$ cat src/rtl/mux_share_arbiter.sv
// mux_share_arbiter
//   Shares one 2:1 mux output between two requesters. Round-robin arbitration
//   with break-before-make dead time: when ownership changes, out_enable drops
//   and select moves first, then the new grant follows DEAD_CYCLES cycles
//   later, so the downstream glitch_mux never switches while its output is
//   enabled. MAX_HOLD optionally bounds how long a holder can keep the output
//   while the other side is waiting.
//
// Ports
//   clk         in   1  system clock, all logic on posedge
//   rst         in   1  synchronous reset, active-low
//   req         in   2  req[i]=1: requester i wants the mux output
//   gnt         out  2  one-hot or zero; gnt[i]=1: requester i owns output
//   select      out  1  mux select (0 -> in0/requester 0, 1 -> in1)
//   out_enable  out  1  1 only in GRANT; gates the mux output downstream
//   busy        out  1  1 whenever the arbiter is not idle
module mux_share_arbiter #(
    parameter int DEAD_CYCLES = 2,
    parameter int MAX_HOLD    = 16
) (
    input  logic       clk,
    input  logic       rst,
    input  logic [1:0] req,
    output logic [1:0] gnt,
    output logic       select,
    output logic       out_enable,
    output logic       busy
);

    localparam int DW = (DEAD_CYCLES > 0) ? $clog2(DEAD_CYCLES + 1) : 1;
    localparam int HW = (MAX_HOLD > 0) ? $clog2(MAX_HOLD + 1) : 1;

    localparam logic [DW-1:0] DEAD_INIT = DW'((DEAD_CYCLES > 0) ? DEAD_CYCLES - 1 : 0);
    localparam logic [HW-1:0] HOLD_MAX  = HW'(MAX_HOLD);
    localparam logic [HW-1:0] HOLD_LAST = HW'((MAX_HOLD > 0) ? MAX_HOLD - 1 : 0);

    typedef enum logic [1:0] {
        IDLE   = 2'd0,
        SETTLE = 2'd1,
        GRANT  = 2'd2
    } state_t;

    state_t          state_q, state_d;
    logic            owner_q, owner_d;   // SETTLE target or GRANT holder
    logic            last_q, last_d;     // most recent holder, loses the next tie
    logic [DW-1:0]   dcnt_q, dcnt_d;
    logic [HW-1:0]   hcnt_q, hcnt_d;
    logic            select_d;
    logic            other;
    logic            contested;
    logic            forced;

    // NOTE: every variable written here gets a default first, so no path
    // leaves one unassigned and no latch is inferred.
    always_comb begin
        state_d   = state_q;
        owner_d   = owner_q;
        last_d    = last_q;
        dcnt_d    = dcnt_q;
        hcnt_d    = hcnt_q;
        select_d  = select;
        other     = ~owner_q;
        contested = req[other];
        forced    = 1'b0;

        case (state_q)
            IDLE: begin
                if (|req) begin
                    owner_d  = (req == 2'b11) ? ~last_q : req[1];
                    select_d = owner_d;
                    if (DEAD_CYCLES > 0) begin
                        state_d = SETTLE;
                        dcnt_d  = DEAD_INIT;
                    end else begin
                        state_d = GRANT;
                        last_d  = owner_d;
                        hcnt_d  = '0;
                    end
                end
            end

            SETTLE: begin
                // A vanished request aborts the handover; last is untouched so
                // the aborted side still wins the next tie.
                if (!req[owner_q]) begin
                    state_d = IDLE;
                end else if (dcnt_q == '0) begin
                    state_d = GRANT;
                    last_d  = owner_q;
                    hcnt_d  = '0;
                end else begin
                    dcnt_d = dcnt_q - 1'b1;
                end
            end

            GRANT: begin
                if (hcnt_q != HOLD_MAX) begin
                    hcnt_d = hcnt_q + 1'b1;
                end
                // Compare with >= so a holder that was uncontested past the
                // limit is released as soon as the other side asks.
                forced = (MAX_HOLD != 0) && contested && (hcnt_q >= HOLD_LAST);
                if (!req[owner_q] || forced) begin
                    if (contested && (DEAD_CYCLES > 0)) begin
                        state_d  = SETTLE;
                        owner_d  = other;
                        select_d = other;
                        dcnt_d   = DEAD_INIT;
                    end else begin
                        // Without dead time, pass through IDLE so select never
                        // moves while out_enable is high; the IDLE tie-break
                        // then hands over to the waiting side.
                        state_d = IDLE;
                    end
                end
            end

            default: state_d = IDLE;
        endcase
    end

    // NOTE: outputs are registered from the next-state values, so gnt,
    // out_enable and busy always change on the same edge as the state.
    always_ff @(posedge clk) begin
        if (!rst) begin
            state_q    <= IDLE;
            owner_q    <= 1'b0;
            last_q     <= 1'b1;
            dcnt_q     <= '0;
            hcnt_q     <= '0;
            gnt        <= 2'b00;
            select     <= 1'b0;
            out_enable <= 1'b0;
            busy       <= 1'b0;
        end else begin
            state_q    <= state_d;
            owner_q    <= owner_d;
            last_q     <= last_d;
            dcnt_q     <= dcnt_d;
            hcnt_q     <= hcnt_d;
            gnt        <= (state_d == GRANT) ? (owner_d ? 2'b10 : 2'b01) : 2'b00;
            select     <= select_d;
            out_enable <= (state_d == GRANT);
            busy       <= (state_d != IDLE);
        end
    end

endmodule

$ cat config.mk
export PLATFORM = sky130hd
export DESIGN_NAME = mux_share_arbiter
export DESIGN_NICKNAME = d
export VERILOG_FILES = /design/src/rtl/mux_share_arbiter.sv
export SDC_FILE = /design/constraint.sdc
export NUM_CORES = 1
export LEC_CHECK = 0
export BUFFER_PORTS_ARGS = -buffer_cell sky130_fd_sc_hd__buf_2
export CAP_MARGIN = 0
export CELL_PAD_IN_SITES_DETAIL_PLACEMENT = 1
export CELL_PAD_IN_SITES_GLOBAL_PLACEMENT = 1
export CORE_UTILIZATION = 30
export DETAILED_ROUTE_END_ITERATION = 8
export PLACE_DENSITY_LB_ADDON = 0.08
export SYNTH_ARGS = -nofsm -noshare
export SYNTH_HDL_FRONTEND = slang
export SYNTH_SLANG_ARGS = --single-unit
$ cat constraint.sdc
create_clock -name clk -period 2.2 [get_ports clk]
set_input_delay 0.44 -clock clk [delete_from_list [all_inputs] [get_ports clk]]
set_output_delay 0.44 -clock clk [all_outputs]
set_load 0.05 [all_outputs]
# ---- After elaboration in Yosys (flattened, before gate mapping)
# Cells that the tools add are included.
dict set report classes {
  n_addsub 2
  order_cmp 3
  n_eq_ne 12
  n_mux 30
  bitwise 2
  reduce_logical 15
}
# operator n
set op_table {}
lappend op_table {{$mux W2} 10}
lappend op_table {{$mux W5} 3}
lappend op_table {{$ne A2 B2 Y1 const B} 7}
lappend op_table {{$mux W1} 12}
lappend op_table {{$pmux W2 S3} 2}
lappend op_table {{$pmux W5 S2} 1}
lappend op_table {{$reduce_and A4 Y1} 2}
lappend op_table {{$eq A2 B2 Y1 const B} 3}
lappend op_table {{$reduce_and A6 Y1} 1}
lappend op_table {{$reduce_bool A2 Y1} 3}
lappend op_table {{$add A5 B1 Y5 const B} 1}
lappend op_table {{$ge A5 B4 Y1 const B} 1}
lappend op_table {{$ne A5 B5 Y1 const B} 1}
lappend op_table {{$logic_not A2 Y1} 2}
lappend op_table {{$lt A1 B2 Y1 const B} 2}
lappend op_table {{$pmux W1 S2} 2}
lappend op_table {{$reduce_and A3 Y1} 1}
lappend op_table {{$reduce_bool A3 Y1} 1}
lappend op_table {{$eq A2 B1 Y1 const B} 1}
lappend op_table {{$not A1 Y1} 2}
lappend op_table {{$reduce_and A2 Y1} 1}
lappend op_table {{$reduce_or A2 Y1} 1}
lappend op_table {{$sub A2 B1 Y2 const B} 1}
lappend op_table {{$logic_and A1 B1 Y1} 1}
lappend op_table {{2 further kinds} 2}
dict set report totals {
  ff_bits 16
  input_bits 4
}

# ---- Longest topological paths before layout
dict set report depth {
  word_depth 9
  ltp_mapped 8
}

# ---- Worst setup path after synthesis
# Ideal clock, no wire load.
dict set report synth_path {
  path_type {flip-flop to flip-flop}
  startpoint {register hcnt_q[0]}
  endpoint {register gnt[1]}
  arrival_ns 1.658
  t_required_ns 2.134
  setup_slack_ns 0.476
  stages_incl_launch_ff 9
  n_path_buf 0
  period_less_slack_ns 1.724
  path_cell_list {dfxtp_1 > ha_1 > and3_1 > ha_1 > nor2_1 > nand2_1 > xnor2_1 > a32oi_1 > nor2b_1}
}
dict set report synth_via {
  elab_chain_cells 7
  word_cells_on_any_way 10
  classes_between {order compare: 1; eq/ne: 1; mux: 5; reduce/logical: 3}
}
# element line
set synth_lines {}
lappend synth_lines {{from (decl)} 47} ;# logic [HW-1:0] hcnt_q, hcnt_d;
lappend synth_lines {{from (signal assigned)} 140} ;# hcnt_q <= hcnt_d;
lappend synth_lines {{$ge A5 B4 Y1 *} 102} ;# forced = (MAX_HOLD != 0) && contested && (hcnt_q >= HOLD_LAST);
lappend synth_lines {{$logic_and A1 B1 Y1 *} 102}
lappend synth_lines {{$logic_or A1 B1 Y1 *} 103} ;# if (!req[owner_q] || forced) begin
lappend synth_lines {{$mux W2} 103}
lappend synth_lines {{$pmux W2 S3} 66} ;# case (state_q)
lappend synth_lines {{$eq A2 B2 Y1} 141} ;# gnt <= (state_d == GRANT) ? (owner_d ? 2'b10 : 2'b01) : 2'b00;
lappend synth_lines {{$reduce_and A2 Y1 (no source line)} -}
lappend synth_lines {{to (signal assigned)} 141}
lappend synth_lines {{to (decl)} 24} ;# output logic [1:0] gnt,
# Mark *: on every way between the ends. The rest lies on a longest branch, timed or not.
# A chain may end at the register's enable or synchronous reset.

# ---- Worst setup path after layout
dict set report layout_path {
  startpoint {register hcnt_q[0]}
  endpoint {register gnt[0]}
}
# The elaborated chain is that of the path after synthesis.

==> results.ini <==
[run_status]
outcome=finished, final reports clean

[grt]
grt_pass1_wl_um=3270
grt_usage_pct=13.78
grt-ovfl-total=0
grt_pass1_vias=681
grt_max_degree=15
antenna_found_initial=0

[worst_setup_path]
path_max_fanout=5
arrival_ns=2.13
start_kind=flop
ff2ff_setup_slack_ns=0.31
path_class=reg -> reg
cpMostUsedCell=ha_1
crit_path_max_incr_delay_ns=0.36
slowest_stage=dfxtp_1
path_cells=ha_1, and3_1, ha_1, nor2_2, a21oi_1, o21ai_0, nand3_1, nor2_1
critPathCaptureType=flop
cp.required_ns=2.43

[logic_synthesis]
synth_edf_count=0
synth-seq-cells=16
async_flop_share_pct=0
ys_types=31
netlist_instances=99
syn_area_um2=864.6
synth_warnings=0
ys_seq_area_share_pct=37.05
ys.flop_type=dfxtp_1
syn_avg_cell_area_um2=8.733
synth_nets=107

[final_layout]
final_nets=118
area_growth_pct=10.27
finish.utilization_pct=34.87
fill_cells=343
seq_area_um2=320.3
diodes=0
multi_input_area_um2=498.0
drive_gt1_share_pct=14.81

[detailed_routing]
drtPass1Iterations=4
via_per_inst=5.014
drc=0
wire_per_inst_um=13.70
dr_total_vias=697
ant_nets=0
drt-total-wl_um=1904
drt_iter0_markers=15

[floorplan]
die-area_um2=3101
die_x_um=55.69
num_rows=19
initial_core_util_pct=31.62
pin_count=9
die_height_um=55.69
core_area_um2=2734

[clock_network]
cts_sinks=16
cts_buffers=3
clockBufferDepth=2
post-cts-setup-buffer-count=0
clk_pin_slew_ns=0.09
cts_tree=yes
clkLatencyLatePin_ns=0.29
cts_hold_buffers=0
cts_htree_levels=1
root_buffer=clkbuf_4
post_cts_resized=0

[job]
max_cap_viol_count=0

[sta]
skew_ns=0.001143
fin_crit_ns=1.893
rsz0062_at_grt=no
worst_pin_slew_ns=0.3876
finalHoldViolations=0
setup_viol=0
max_slew_margin_pct=74.12
fmax_mhz=528.3
finalCritPeriodShare_pct=86.04
fin_tns_setup_ns=0
slew_violations=0

[power]
switching_share_pct=32.37
seqPwrFrac_pct=51.8
power_frac_clock_pct=25.1
combPwrFrac_pct=23.1
power_density_nw_per_um2=662.7
power.internal_uw=427.3
power.leakage_nw=0.4023
ir_drop_v=0.0003231
power_switching_uw=204.5

[hold_path]
worstHoldPathType=in -> reg

[place]
numPortBuffers=8
dpl.hpwl_um=1389
globalplace.congestion=0.6912

synthesized netlist by cell type, types with 2 or more instances:
cell type,n,area share [%]
mux2i_1,5,5.8
ha_1,4,5.8
inv_1,9,3.9
dfxtp_1,16,37
and3_1,2,1.4
a21oi_1,5,2.9
a311oi_1,2,2.0
nor2_1,8,3.5
o21ai_0,6,3.5
a31oi_4,2,4.9
nand4_1,2,1.4
nand3b_1,3,2.6
nand3_1,3,1.7
nand2_1,12,5.2
a21boi_0,2,1.7
nor2b_1,3,2.2
kinds of logic (layout without fill, tap and decap cells):
kind of cell	after synthesis	count (layout)	synth area share, %
AND/OR/NAND/NOR	38	38	22.72
adder cells (fa/ha/maj)	4	4	5.789
flip-flops	16	16	37.05
buffers and inverters	11	20	5.643
multiplexers	6	6	7.525
AO/OA/AOI/OAI	23	23	20.26
XOR/XNOR	1	1	1.013
layer usage:
layer	global-route usage, %	wire length [um]
met5	0	0
met4	5.714	26
met3	4.186	82
met2	20.65	801
met1	18.35	995
path summary, 6_finish.rpt:
check | start | end | cells past startpoint
max | hcnt_q[0] | gnt[0] | 8
min | rst | last_q | 2
max reg2reg | hcnt_q[0] | gnt[0] | 8
min reg2reg | select | select | 2
cell type report:
cell class              instances  area share, %
repair buffers                  8          4.199
multi-input cells              72          52.23
clock buffers                   3          2.362
well taps                      31          4.068
flip-flops and latches         16          33.60
inverters                       9          3.543
power groups by stage:
stage / registers, mW / logic, mW / clock network (mW)
global placement: 0.333 / 0.146 / 0
global route: 0.330 / 0.162 / 0.184
finish: 0.327 / 0.146 / 0.159
detailed placement: 0.334 / 0.147 / 0
floorplan: 0.354 / 0.0945 / 0
CTS: 0.327 / 0.148 / 0.170
metrics by stage:
| stage | power, mW | setup WS, ns | instance area (um2) | cells | hold slack (ns) |
|---|---|---|---|---|---|
| floorplan | 0.4482 | 0.4761 | 864.6 | 99 | 0.4381 |
| global placement | 0.4794 | 0.2839 | 928.4 | 136 | 0.4425 |
| detailed placement | 0.4813 | 0.2336 | 928.4 | 136 | 0.4540 |
| CTS | 0.6445 | 0.2026 | 950.9 | 139 | 0.4382 |
| global route | 0.6761 | 0.06451 | 953.4 | 139 | 0.4375 |
| finish | 0.6318 | 0.3070 | 953.4 | 139 | 0.4455 |
critical path, delay by kind of cell, from the launching register on:
family          cells  cell delay, ns
flops               1            0.36
compound gates      2            0.32
fa+ha+maj           2            0.43
simple gates        4            0.73
layout by cell type (no fill, tap or decap), types with 2 or more instances in the layout:
| master | count |
|---|---|
| inv_1 | 9 |
| ha_1 | 4 |
| a21oi_1 | 5 |
| nor2_1 | 7 |
| a31oi_4 | 2 |
| clkbuf_4 | 3 |
| nor2b_1 | 3 |
| dfxtp_1 | 16 |
| and3_1 | 2 |
| buf_2 | 8 |
| nand4_1 | 2 |
| mux2i_1 | 5 |
| a21boi_0 | 2 |
| o21ai_0 | 6 |
| nand2_1 | 12 |
| nand3_1 | 3 |
| nand3b_1 | 3 |
| a311oi_1 | 2 |
state kept, by name (all words and copies together), names as in the netlist:
| name | flops |
|---|---|
| out_enable | 1 |
| dcnt_q | 2 |
| last_q | 1 |
| owner_q | 1 |
| select | 1 |
| gnt | 2 |
| state_q | 2 |
| busy | 1 |
| hcnt_q | 5 |
Power figures use the tool's default switching activity.
